### config.mk
export PLATFORM = sky130hd
export DESIGN_NAME = note_pattern_gen_flat
export DESIGN_NICKNAME = d
export VERILOG_FILES = /design/src/rtl/note_pattern_pkg.sv /design/src/rtl/note_pattern_if.sv /design/src/rtl/note_pattern_shader.sv /design/src/rtl/note_pattern_gen.sv /design/src/flat_wrapper.sv
export SDC_FILE = /design/constraint.sdc
export NUM_CORES = 1
export LEC_CHECK = 0
export CAP_MARGIN = 5
export CORE_ASPECT_RATIO = 2
export CORE_MARGIN = 8
export CORE_UTILIZATION = 62
export DETAILED_ROUTE_END_ITERATION = 6
export PLACE_DENSITY = 0.81
export SKIP_LAST_GASP = 1
export SYNTH_ARGS = -nofsm -noshare
export SYNTH_HDL_FRONTEND = slang
export SYNTH_HIERARCHICAL = 1
export SYNTH_SLANG_ARGS = --single-unit
### constraint.sdc
create_clock -name clk -period 18.3 [get_ports clk]
set_clock_uncertainty 0.15 [all_clocks]
set_input_delay 5.49 -clock clk [delete_from_list [all_inputs] [get_ports clk]]
set_output_delay 5.49 -clock clk [all_outputs]
set_load 0.005 [all_outputs]
### src/rtl/note_pattern_pkg.sv
// note_pattern_pkg: shared types for the note-driven pattern generator.
// Mode/state encodings match the o_mode/o_state port values.
package note_pattern_pkg;

    typedef enum logic [1:0] {
        SWEEP   = 2'd0,
        HYPER   = 2'd1,
        CIRCLE  = 2'd2,
        DEFAULT = 2'd3
    } mode_t;

    typedef enum logic [1:0] {
        IDLE   = 2'd0,
        ACTIVE = 2'd1,
        FADE   = 2'd2
    } state_t;

    localparam int n_notes = 12;

    // Twelve semitones fold onto the three animated patterns.
    function automatic mode_t note_mode(input logic [3:0] idx);
        return mode_t'(2'(idx % 4'd3));
    endfunction

endpackage

### src/rtl/note_pattern_if.sv
// note_pattern_if: note/key/raster inputs and pixel/status outputs
// of note_pattern_gen; master = driver side, slave = generator.
interface note_pattern_if #(
    parameter int w_x     = 10,
    parameter int w_y     = 9,
    parameter int w_red   = 4,
    parameter int w_green = 4,
    parameter int w_blue  = 4,
    parameter int w_key   = 4
);
    logic [w_key-1:0]   key;
    logic               note_vld;
    logic [3:0]         note_idx;
    logic               frame_start;
    logic [w_x-1:0]     x;
    logic [w_y-1:0]     y;
    logic [w_red-1:0]   red;
    logic [w_green-1:0] green;
    logic [w_blue-1:0]  blue;
    logic [1:0]         mode;
    logic [1:0]         state;

    modport master (
        output key, note_vld, note_idx, frame_start, x, y,
        input  red, green, blue, mode, state
    );

    modport slave (
        input  key, note_vld, note_idx, frame_start, x, y,
        output red, green, blue, mode, state
    );
endinterface

### src/rtl/note_pattern_shader.sv
// note_pattern_shader: combinational pattern colour for one pixel,
// attenuated by a right shift of the current fade level.
module note_pattern_shader
    import note_pattern_pkg::*;
#(
    parameter int screen_width  = 640,
    parameter int screen_height = 480,
    parameter int w_x           = 10,
    parameter int w_y           = 9,
    parameter int w_red         = 4,
    parameter int w_green       = 4,
    parameter int w_blue        = 4,
    parameter int w_lvl         = 3
) (
    input  mode_t              i_mode,
    input  logic [w_x-1:0]     i_x,
    input  logic [w_y-1:0]     i_y,
    input  logic [w_x-1:0]     i_cnt1,
    input  logic [w_y-1:0]     i_cnt2,
    input  logic [w_lvl-1:0]   i_fade,
    output logic [w_red-1:0]   o_red,
    output logic [w_green-1:0] o_green,
    output logic [w_blue-1:0]  o_blue
);
    localparam int w_m = ((w_x > w_y) ? w_x : w_y) + 1;
    localparam int w_p = 2 * w_m + 1;
    localparam logic [w_p-1:0] L_HYP =
        w_p'(screen_width * screen_height / 16);
    localparam logic [w_p-1:0] L_CIR =
        w_p'(screen_width * screen_height / 12);

    logic [w_m-1:0] w_xe, w_ye, w_c1e, w_c2e;
    logic [w_m-1:0] w_sum, w_dif, w_ax, w_ay;
    logic signed [w_m-1:0] w_dx, w_dy;
    logic [w_p-1:0] w_pr, w_sq;
    logic w_lt_x, w_lt_y;
    logic [w_red-1:0]   w_r;
    logic [w_green-1:0] w_g;
    logic [w_blue-1:0]  w_b;

    assign w_xe  = w_m'(i_x);
    assign w_ye  = w_m'(i_y);
    assign w_c1e = w_m'(i_cnt1);
    assign w_c2e = w_m'(i_cnt2);
    assign w_sum = w_xe + w_ye;
    assign w_dif = w_xe - w_ye;
    assign w_dx  = $signed(w_xe - w_c1e);
    assign w_dy  = $signed(w_ye - w_c2e);
    assign w_ax  = w_dx[w_m-1] ? $unsigned(-w_dx) : $unsigned(w_dx);
    assign w_ay  = w_dy[w_m-1] ? $unsigned(-w_dy) : $unsigned(w_dy);
    // Full-width products so the shape tests never wrap.
    assign w_pr  = w_p'(w_ax) * w_p'(w_ay);
    assign w_sq  = w_p'(w_ax) * w_p'(w_ax) + w_p'(w_ay) * w_p'(w_ay);
    assign w_lt_x = i_x < i_cnt1;
    assign w_lt_y = i_y < i_cnt2;

    always_comb begin
        w_r = '0;
        w_g = '0;
        w_b = '0;
        unique case (i_mode)
            SWEEP: if (w_lt_x) begin
                w_r = w_red'(w_sum >> 3);
                w_g = w_green'(w_dif >> 3);
                w_b = w_blue'(w_xe >> 3);
            end
            HYPER: if (w_pr < L_HYP) begin
                w_r = w_red'(w_xe >> 3);
                w_g = w_green'(w_ye >> 3);
                w_b = '1;
            end
            CIRCLE: if (w_sq < L_CIR) begin
                w_r = '1;
                w_g = '1;
                w_b = w_blue'(w_sum >> 3);
            end
            DEFAULT: begin
                if (w_lt_x) w_r = '1;
                else        w_b = '1;
                if (w_lt_y) w_g = '1;
            end
        endcase
    end

    assign o_red   = w_r >> i_fade;
    assign o_green = w_g >> i_fade;
    assign o_blue  = w_b >> i_fade;
endmodule

### src/rtl/note_pattern_gen.sv
// note_pattern_gen: note-driven pixel colour with key cursor and
// hold/fade FSM. Fade state/shift enabled by NOTE_PATTERN_FADE_EN.
module note_pattern_gen
    import note_pattern_pkg::*;
#(
    parameter int screen_width  = 640,
    parameter int screen_height = 480,
    parameter int w_x           = $clog2(screen_width),
    parameter int w_y           = $clog2(screen_height),
    parameter int w_red         = 4,
    parameter int w_green       = 4,
    parameter int w_blue        = 4,
    parameter int w_key         = 4,
    parameter int w_tick        = 20,
    parameter int hold_ticks    = 16,
    parameter int fade_steps    = 4
) (
    input  logic          clk,
    input  logic          rst_n,
    note_pattern_if.slave bus
);
    localparam int HOLD_W = $clog2(hold_ticks + 1);
    localparam int LVL_W  = $clog2(fade_steps + 1);
    localparam logic [w_x-1:0]    L_XMAX = w_x'(screen_width - 1);
    localparam logic [w_y-1:0]    L_YMAX = w_y'(screen_height - 1);
    localparam logic [w_y-1:0]    L_YMID = w_y'(screen_height / 2);
    localparam logic [HOLD_W-1:0] L_HOLD = HOLD_W'(hold_ticks);
    localparam logic [LVL_W-1:0]  L_FADE = LVL_W'(fade_steps);

    logic [w_tick-1:0]  r_presc;
    logic [w_x-1:0]     r_cnt1;
    logic [w_y-1:0]     r_cnt2;
    logic [HOLD_W-1:0]  r_hold, w_hold_nx;
    logic [LVL_W-1:0]   r_lvl, w_lvl_nx, r_fade;
    state_t             r_state, w_state_nx;
    mode_t              r_pend, w_pend_nx, r_mode;
    logic [w_red-1:0]   r_red, w_pix_r;
    logic [w_green-1:0] r_green, w_pix_g;
    logic [w_blue-1:0]  r_blue, w_pix_b;
    logic w_tk, w_note, w_dn, w_up;

    assign w_tk   = (r_presc == '0);
    assign w_note = bus.note_vld && (bus.note_idx < 4'(n_notes));
    assign w_dn   = bus.key[0] && !(|bus.key[w_key-1:1]);
    assign w_up   = !bus.key[0] && (|bus.key[w_key-1:1]);

    always_ff @(posedge clk or negedge rst_n) begin
        if (!rst_n) begin
            r_presc <= '0;
            r_cnt1  <= '0;
            r_cnt2  <= L_YMID;
        end else begin
            r_presc <= r_presc + w_tick'(1);
            if (w_tk) begin
                r_cnt1 <= (r_cnt1 == L_XMAX) ? '0 : r_cnt1 + w_x'(1);
                if (w_dn && r_cnt2 != L_YMAX)
                    r_cnt2 <= r_cnt2 + w_y'(1);
                else if (w_up && r_cnt2 != '0)
                    r_cnt2 <= r_cnt2 - w_y'(1);
            end
        end
    end

    // A valid note outranks a coincident tick.
    always_comb begin
        w_state_nx = r_state;
        w_hold_nx  = r_hold;
        w_lvl_nx   = r_lvl;
        w_pend_nx  = r_pend;
        if (w_note) begin
            w_state_nx = ACTIVE;
            w_hold_nx  = L_HOLD;
            w_lvl_nx   = '0;
            w_pend_nx  = note_mode(bus.note_idx);
        end else if (w_tk) begin
            unique case (r_state)
                ACTIVE: if (r_hold == '0) begin
`ifdef NOTE_PATTERN_FADE_EN
                    w_state_nx = FADE;
`else
                    w_state_nx = IDLE;
                    w_pend_nx  = DEFAULT;
`endif
                end else begin
                    w_hold_nx = r_hold - HOLD_W'(1);
                end
                FADE: if (r_lvl == L_FADE) begin
                    w_state_nx = IDLE;
                    w_pend_nx  = DEFAULT;
                    w_lvl_nx   = '0;
                end else begin
                    w_lvl_nx = r_lvl + LVL_W'(1);
                end
                default: ;
            endcase
        end
    end

    always_ff @(posedge clk or negedge rst_n) begin
        if (!rst_n) begin
            r_state <= IDLE;
            r_hold  <= '0;
            r_lvl   <= '0;
            r_pend  <= DEFAULT;
        end else begin
            r_state <= w_state_nx;
            r_hold  <= w_hold_nx;
            r_lvl   <= w_lvl_nx;
            r_pend  <= w_pend_nx;
        end
    end

    note_pattern_shader #(
        .screen_width (screen_width),
        .screen_height(screen_height),
        .w_x          (w_x),
        .w_y          (w_y),
        .w_red        (w_red),
        .w_green      (w_green),
        .w_blue       (w_blue),
        .w_lvl        (LVL_W)
    ) u_shader (
        .i_mode (r_mode),
        .i_x    (bus.x),
        .i_y    (bus.y),
        .i_cnt1 (r_cnt1),
        .i_cnt2 (r_cnt2),
        .i_fade (r_fade),
        .o_red  (w_pix_r),
        .o_green(w_pix_g),
        .o_blue (w_pix_b)
    );

    // Mode and fade only change at frame boundaries.
    always_ff @(posedge clk or negedge rst_n) begin
        if (!rst_n) begin
            r_mode  <= DEFAULT;
            r_fade  <= '0;
            r_red   <= '0;
            r_green <= '0;
            r_blue  <= '0;
        end else begin
            if (bus.frame_start) begin
                r_mode <= r_pend;
                r_fade <= r_lvl;
            end
            r_red   <= w_pix_r;
            r_green <= w_pix_g;
            r_blue  <= w_pix_b;
        end
    end

    assign bus.red   = r_red;
    assign bus.green = r_green;
    assign bus.blue  = r_blue;
    assign bus.mode  = r_mode;
    assign bus.state = r_state;
endmodule

### src/flat_wrapper.sv
// flat-port wrapper written by rule: the top's interface ports become plain ports
module note_pattern_gen_flat import note_pattern_pkg::*;
#(
    parameter int screen_width  = 640,
    parameter int screen_height = 480,
    parameter int w_x           = $clog2(screen_width),
    parameter int w_y           = $clog2(screen_height),
    parameter int w_red         = 4,
    parameter int w_green       = 4,
    parameter int w_blue        = 4,
    parameter int w_key         = 4,
    parameter int w_tick        = 20,
    parameter int hold_ticks    = 16,
    parameter int fade_steps    = 4
)
  (clk, rst_n, bus_key, bus_note_vld, bus_note_idx, bus_frame_start, bus_x, bus_y, bus_red, bus_green, bus_blue, bus_mode, bus_state);
  note_pattern_if #(.w_x(w_x), .w_y(w_y), .w_red(w_red), .w_green(w_green), .w_blue(w_blue), .w_key(w_key)) bus_i ();
  input  logic clk;
  input  logic rst_n;
  input wire logic [$bits(bus_i.key)-1:0] bus_key;
  input wire logic [$bits(bus_i.note_vld)-1:0] bus_note_vld;
  input wire logic [$bits(bus_i.note_idx)-1:0] bus_note_idx;
  input wire logic [$bits(bus_i.frame_start)-1:0] bus_frame_start;
  input wire logic [$bits(bus_i.x)-1:0] bus_x;
  input wire logic [$bits(bus_i.y)-1:0] bus_y;
  output wire logic [$bits(bus_i.red)-1:0] bus_red;
  output wire logic [$bits(bus_i.green)-1:0] bus_green;
  output wire logic [$bits(bus_i.blue)-1:0] bus_blue;
  output wire logic [$bits(bus_i.mode)-1:0] bus_mode;
  output wire logic [$bits(bus_i.state)-1:0] bus_state;
  assign bus_i.key = bus_key;
  assign bus_i.note_vld = bus_note_vld;
  assign bus_i.note_idx = bus_note_idx;
  assign bus_i.frame_start = bus_frame_start;
  assign bus_i.x = bus_x;
  assign bus_i.y = bus_y;
  assign bus_red = bus_i.red;
  assign bus_green = bus_i.green;
  assign bus_blue = bus_i.blue;
  assign bus_mode = bus_i.mode;
  assign bus_state = bus_i.state;
  note_pattern_gen #(.screen_width(screen_width), .screen_height(screen_height), .w_x(w_x), .w_y(w_y), .w_red(w_red), .w_green(w_green), .w_blue(w_blue), .w_key(w_key), .w_tick(w_tick), .hold_ticks(hold_ticks), .fade_steps(fade_steps)) u_core (.clk(clk), .rst_n(rst_n), .bus(bus_i));
endmodule
==> results.yml <==
outcome:
  run_status: "finished clean"
logic_synthesis:
  synth_compound_area_share_pct: 11.8
  ys_ff_latch: 67
  synthAdderAreaFrac_pct: 44.3
  synth-simple-area-share_pct: 15.8
  yosysWarnings: 6
  yosysSeqAreaShare_pct: 10.1
  yosysTopAreaCell: "fa_1"
  synth_top_area_share_pct: 29.4
  netlist_area_sq_um: 16700
  synthArstFlopShare_pct: 100
  syn_inst: 1960
  synth.area.top_cells: "fa_1, ha_1, inv_1, dfrtp_1, nand2_1"
  synthXorXnorAreaFrac_pct: 5.04
  synth.avg_cell_area_sq_um: 8.51
  synthDistinctLibCells: 95
  muxShareOfSynthArea_pct: 1.67
  synth_top_family_by_area: "adder cells"
  synth_edf_count: 0
  synth-main-ff-cell: "dfrtp_1"
worst_setup_path:
  path_depth: 40
  cp-startpoint: "bus_y[0]"
  cpMaxStageDelayCell: "xnor2_1"
  start_kind: "input pin"
  cp-end-kind: "register"
  cp_top_family: "adder cells"
  r2r-start: "u_core/r_cnt2[0]"
  worst_ep_required_time_ps: 18420
  crit_path_max_fanout: 20
  crit_end: "u_core/bus.green[1]"
  cp.buffers_inverters: 8
  crit_arrival_ps: 17460
  rrSetupSlack_ps: 6210
  max_stage_delay_ps: 910
  reg2reg_to: "u_core/bus.green[1]"
  crit_top_cell: "fa_1"
  reg2reg_depth: 38
  critPathKind: "input pin to register"
cts:
  cts_tree: "done"
  cts-hold-fix-buffers: 0
  cts_made_buffers: 9
  cts_setup_buffers: 0
  clock_sink_count: 67
  cts-resized-gates: 0
  cts_buffer_depth: 2
  clk_latency_ps: 330
  cts_root_buffer: "clkbuf_16"
  clk_pin_slew_ps: 50
  cts-htree-levels: 3
sta:
  tns_ps: 0
  worst_pin_slew_ps: 1160
  finalMaxSlewViolations: 0
  setup_viol_count_final: 0
  min_period_ps: 17350
  post-route-period-util_pct: 94.8
  rsz0062_at_grt: "no"
  slew_headroom_pct: 22.0
  hold_violations: 0
  max_freq_ghz: 0.0576
cells_and_area:
  finalNetCount: 2500
  fill_cells: 2203
  final-seq-area_sq_um: 1690
  multi_input_area_sq_um: 13300
  antenna_cells: 0
  finalInstanceArea_sq_um: 18000
  drive_gt1_share_pct: 5.02
  syn2layout_area_growth_pct: 7.79
drt:
  met3_length_microns: 2450
  vias: 13700
  drc_errors: 0
  wl_met2_microns: 21300
  wl_per_cell_microns: 17.7
  first_pass_iters: 7
  highest_layer: "met4"
  wirelength_microns: 42100
  antenna_left: 0
  route.layer.met1.wl_microns: 16200
  routed_via_density: 5.77
  dr.first_iter.drc_count: 721
floorplan:
  initial_utilization_pct: 62.5
  io_pins: 47
  die_area_sq_um: 32700
  coreArea_sq_um: 26700
  die_w_microns: 132
  die_h_microns: 248
  num_rows: 85
placed_design:
  post_dp_cell_area_sq_um: 17700
  place_congestion: 0.952
  portBuffers: 45
  dp.final_hpwl_microns: 33700
global_route:
  gr-usage-all-layers_pct: 26.6
  grt_overflow: 0
  grt_max_degree: 68
  grt_pass1_vias: 14400
  antenna_found_initial: 0
  grt_pass1_wl_microns: 69900
flow_run:
  cap_violations: 0
min_path:
  holdCritPathClass: "register to register"
  min_path_cells: 1
## flip-flops by register name (all words and copies together) (netlist names), 3 cells and up
register,flops
u_core/r_presc,20
u_core/r_cnt1,10
u_core/r_cnt2,9
u_core/r_hold,5
u_core/bus.blue,4
u_core/bus.green,4
u_core/bus.red,4
u_core/r_fade,3
u_core/r_lvl,3
## final cells by class
cell class / instances / area share (%)
clock buffers: 11 / 1.35
inverters: 439 / 9.17
well taps: 348 / 2.42
flip-flops and latches: 67 / 9.38
clock inverters: 5 / 0.432
repair buffers: 67 / 3.40
multi-input cells: 1441 / 73.8
## kinds of logic (layout without fill, tap and decap cells)
kind of cell | Yosys count | in the layout
xor gates and xnor gates | 96 | 96
other | 3 | 42
DFF | 67 | 67
adders and majority gates | 444 | 444
AOI/OAI and AO/OA | 278 | 278
muxes | 25 | 25
and+or+nand+nor | 556 | 556
buffers and inverters | 491 | 522
## cell usage after synthesis, types with 12 or more instances
master      n
inv_1     436
fa_1      245
ha_1      199
nand2_1   181
nor2_1    166
a21oi_1    66
dfrtp_1    59
xnor2_1    57
o21ai_0    49
clkbuf_1   42
nand3_1    39
xor2_1     39
nor3_1     30
a21o_1     29
nand2b_1   18
and3_1     17
nor2b_1    17
mux2_2     15
nand4_1    15
o211ai_1   15
and2_1     14
a211oi_1   12
## per-layer routing
| metal | vias to the layer above | track usage [%] |
|---|---|---|
| li1 | 6355 | - |
| met4 | 0 | 13.1 |
| met3 | 124 | 3.49 |
| met2 | 488 | 47.3 |
| met5 | - | 0 |
| met1 | 6746 | 30.9 |
## layout by cell type, fill, tap and decap left out, drive strengths merged, types with 7 or more instances in the layout
cell type	netlist	routed
mux2i	9	9
inv	437	437
a211oi	14	14
nor3	30	30
xor2	39	39
dfstp	8	8
o21bai	7	7
a221oi	9	9
o21a	11	11
nor2b	17	17
nor2	167	167
nand3b	7	7
and3	17	17
nand3	39	39
nand2	182	182
a21o	29	29
a21oi	68	68
nand4	16	16
conb	3	42
mux2	16	16
ha	199	199
buf	8	23
a211o	7	7
nor4	10	10
clkbuf	44	11
fa	245	245
clkdlybuf4s50	0	44
xnor2	57	57
o211ai	15	15
and2	14	14
dfrtp	59	59
o21ai	54	54
nand2b	18	18
or2	9	9
## stage by stage
step,std cells,utilization (%),setup slack (ps),hold slack (ps)
2_1_floorplan,1999,-,3480,292
3_3_place_gp,2362,66.1,1150,310
3_5_place_dp,2362,66.1,1070,315
4_1_cts,2378,67.3,1330,322
5_1_grt,2378,67.3,621,348
6_report,2378,67.3,953,321
## worst min-delay path by stage
stage                            start            endpoint  slack (ps)
finish              u_core/r_presc[19]  u_core/r_presc[19]         320
global placement    u_core/r_presc[19]  u_core/r_presc[19]         310
floorplan           u_core/r_presc[19]  u_core/r_presc[19]         290
CTS                 u_core/r_presc[19]  u_core/r_presc[19]         320
global route        u_core/r_presc[19]  u_core/r_presc[19]         350
detailed placement  u_core/r_presc[19]  u_core/r_presc[19]         310
Power is left out: the tool's default activity adds up to more than one toggle a clock period on the data nets, which glitch-free logic cannot reach.
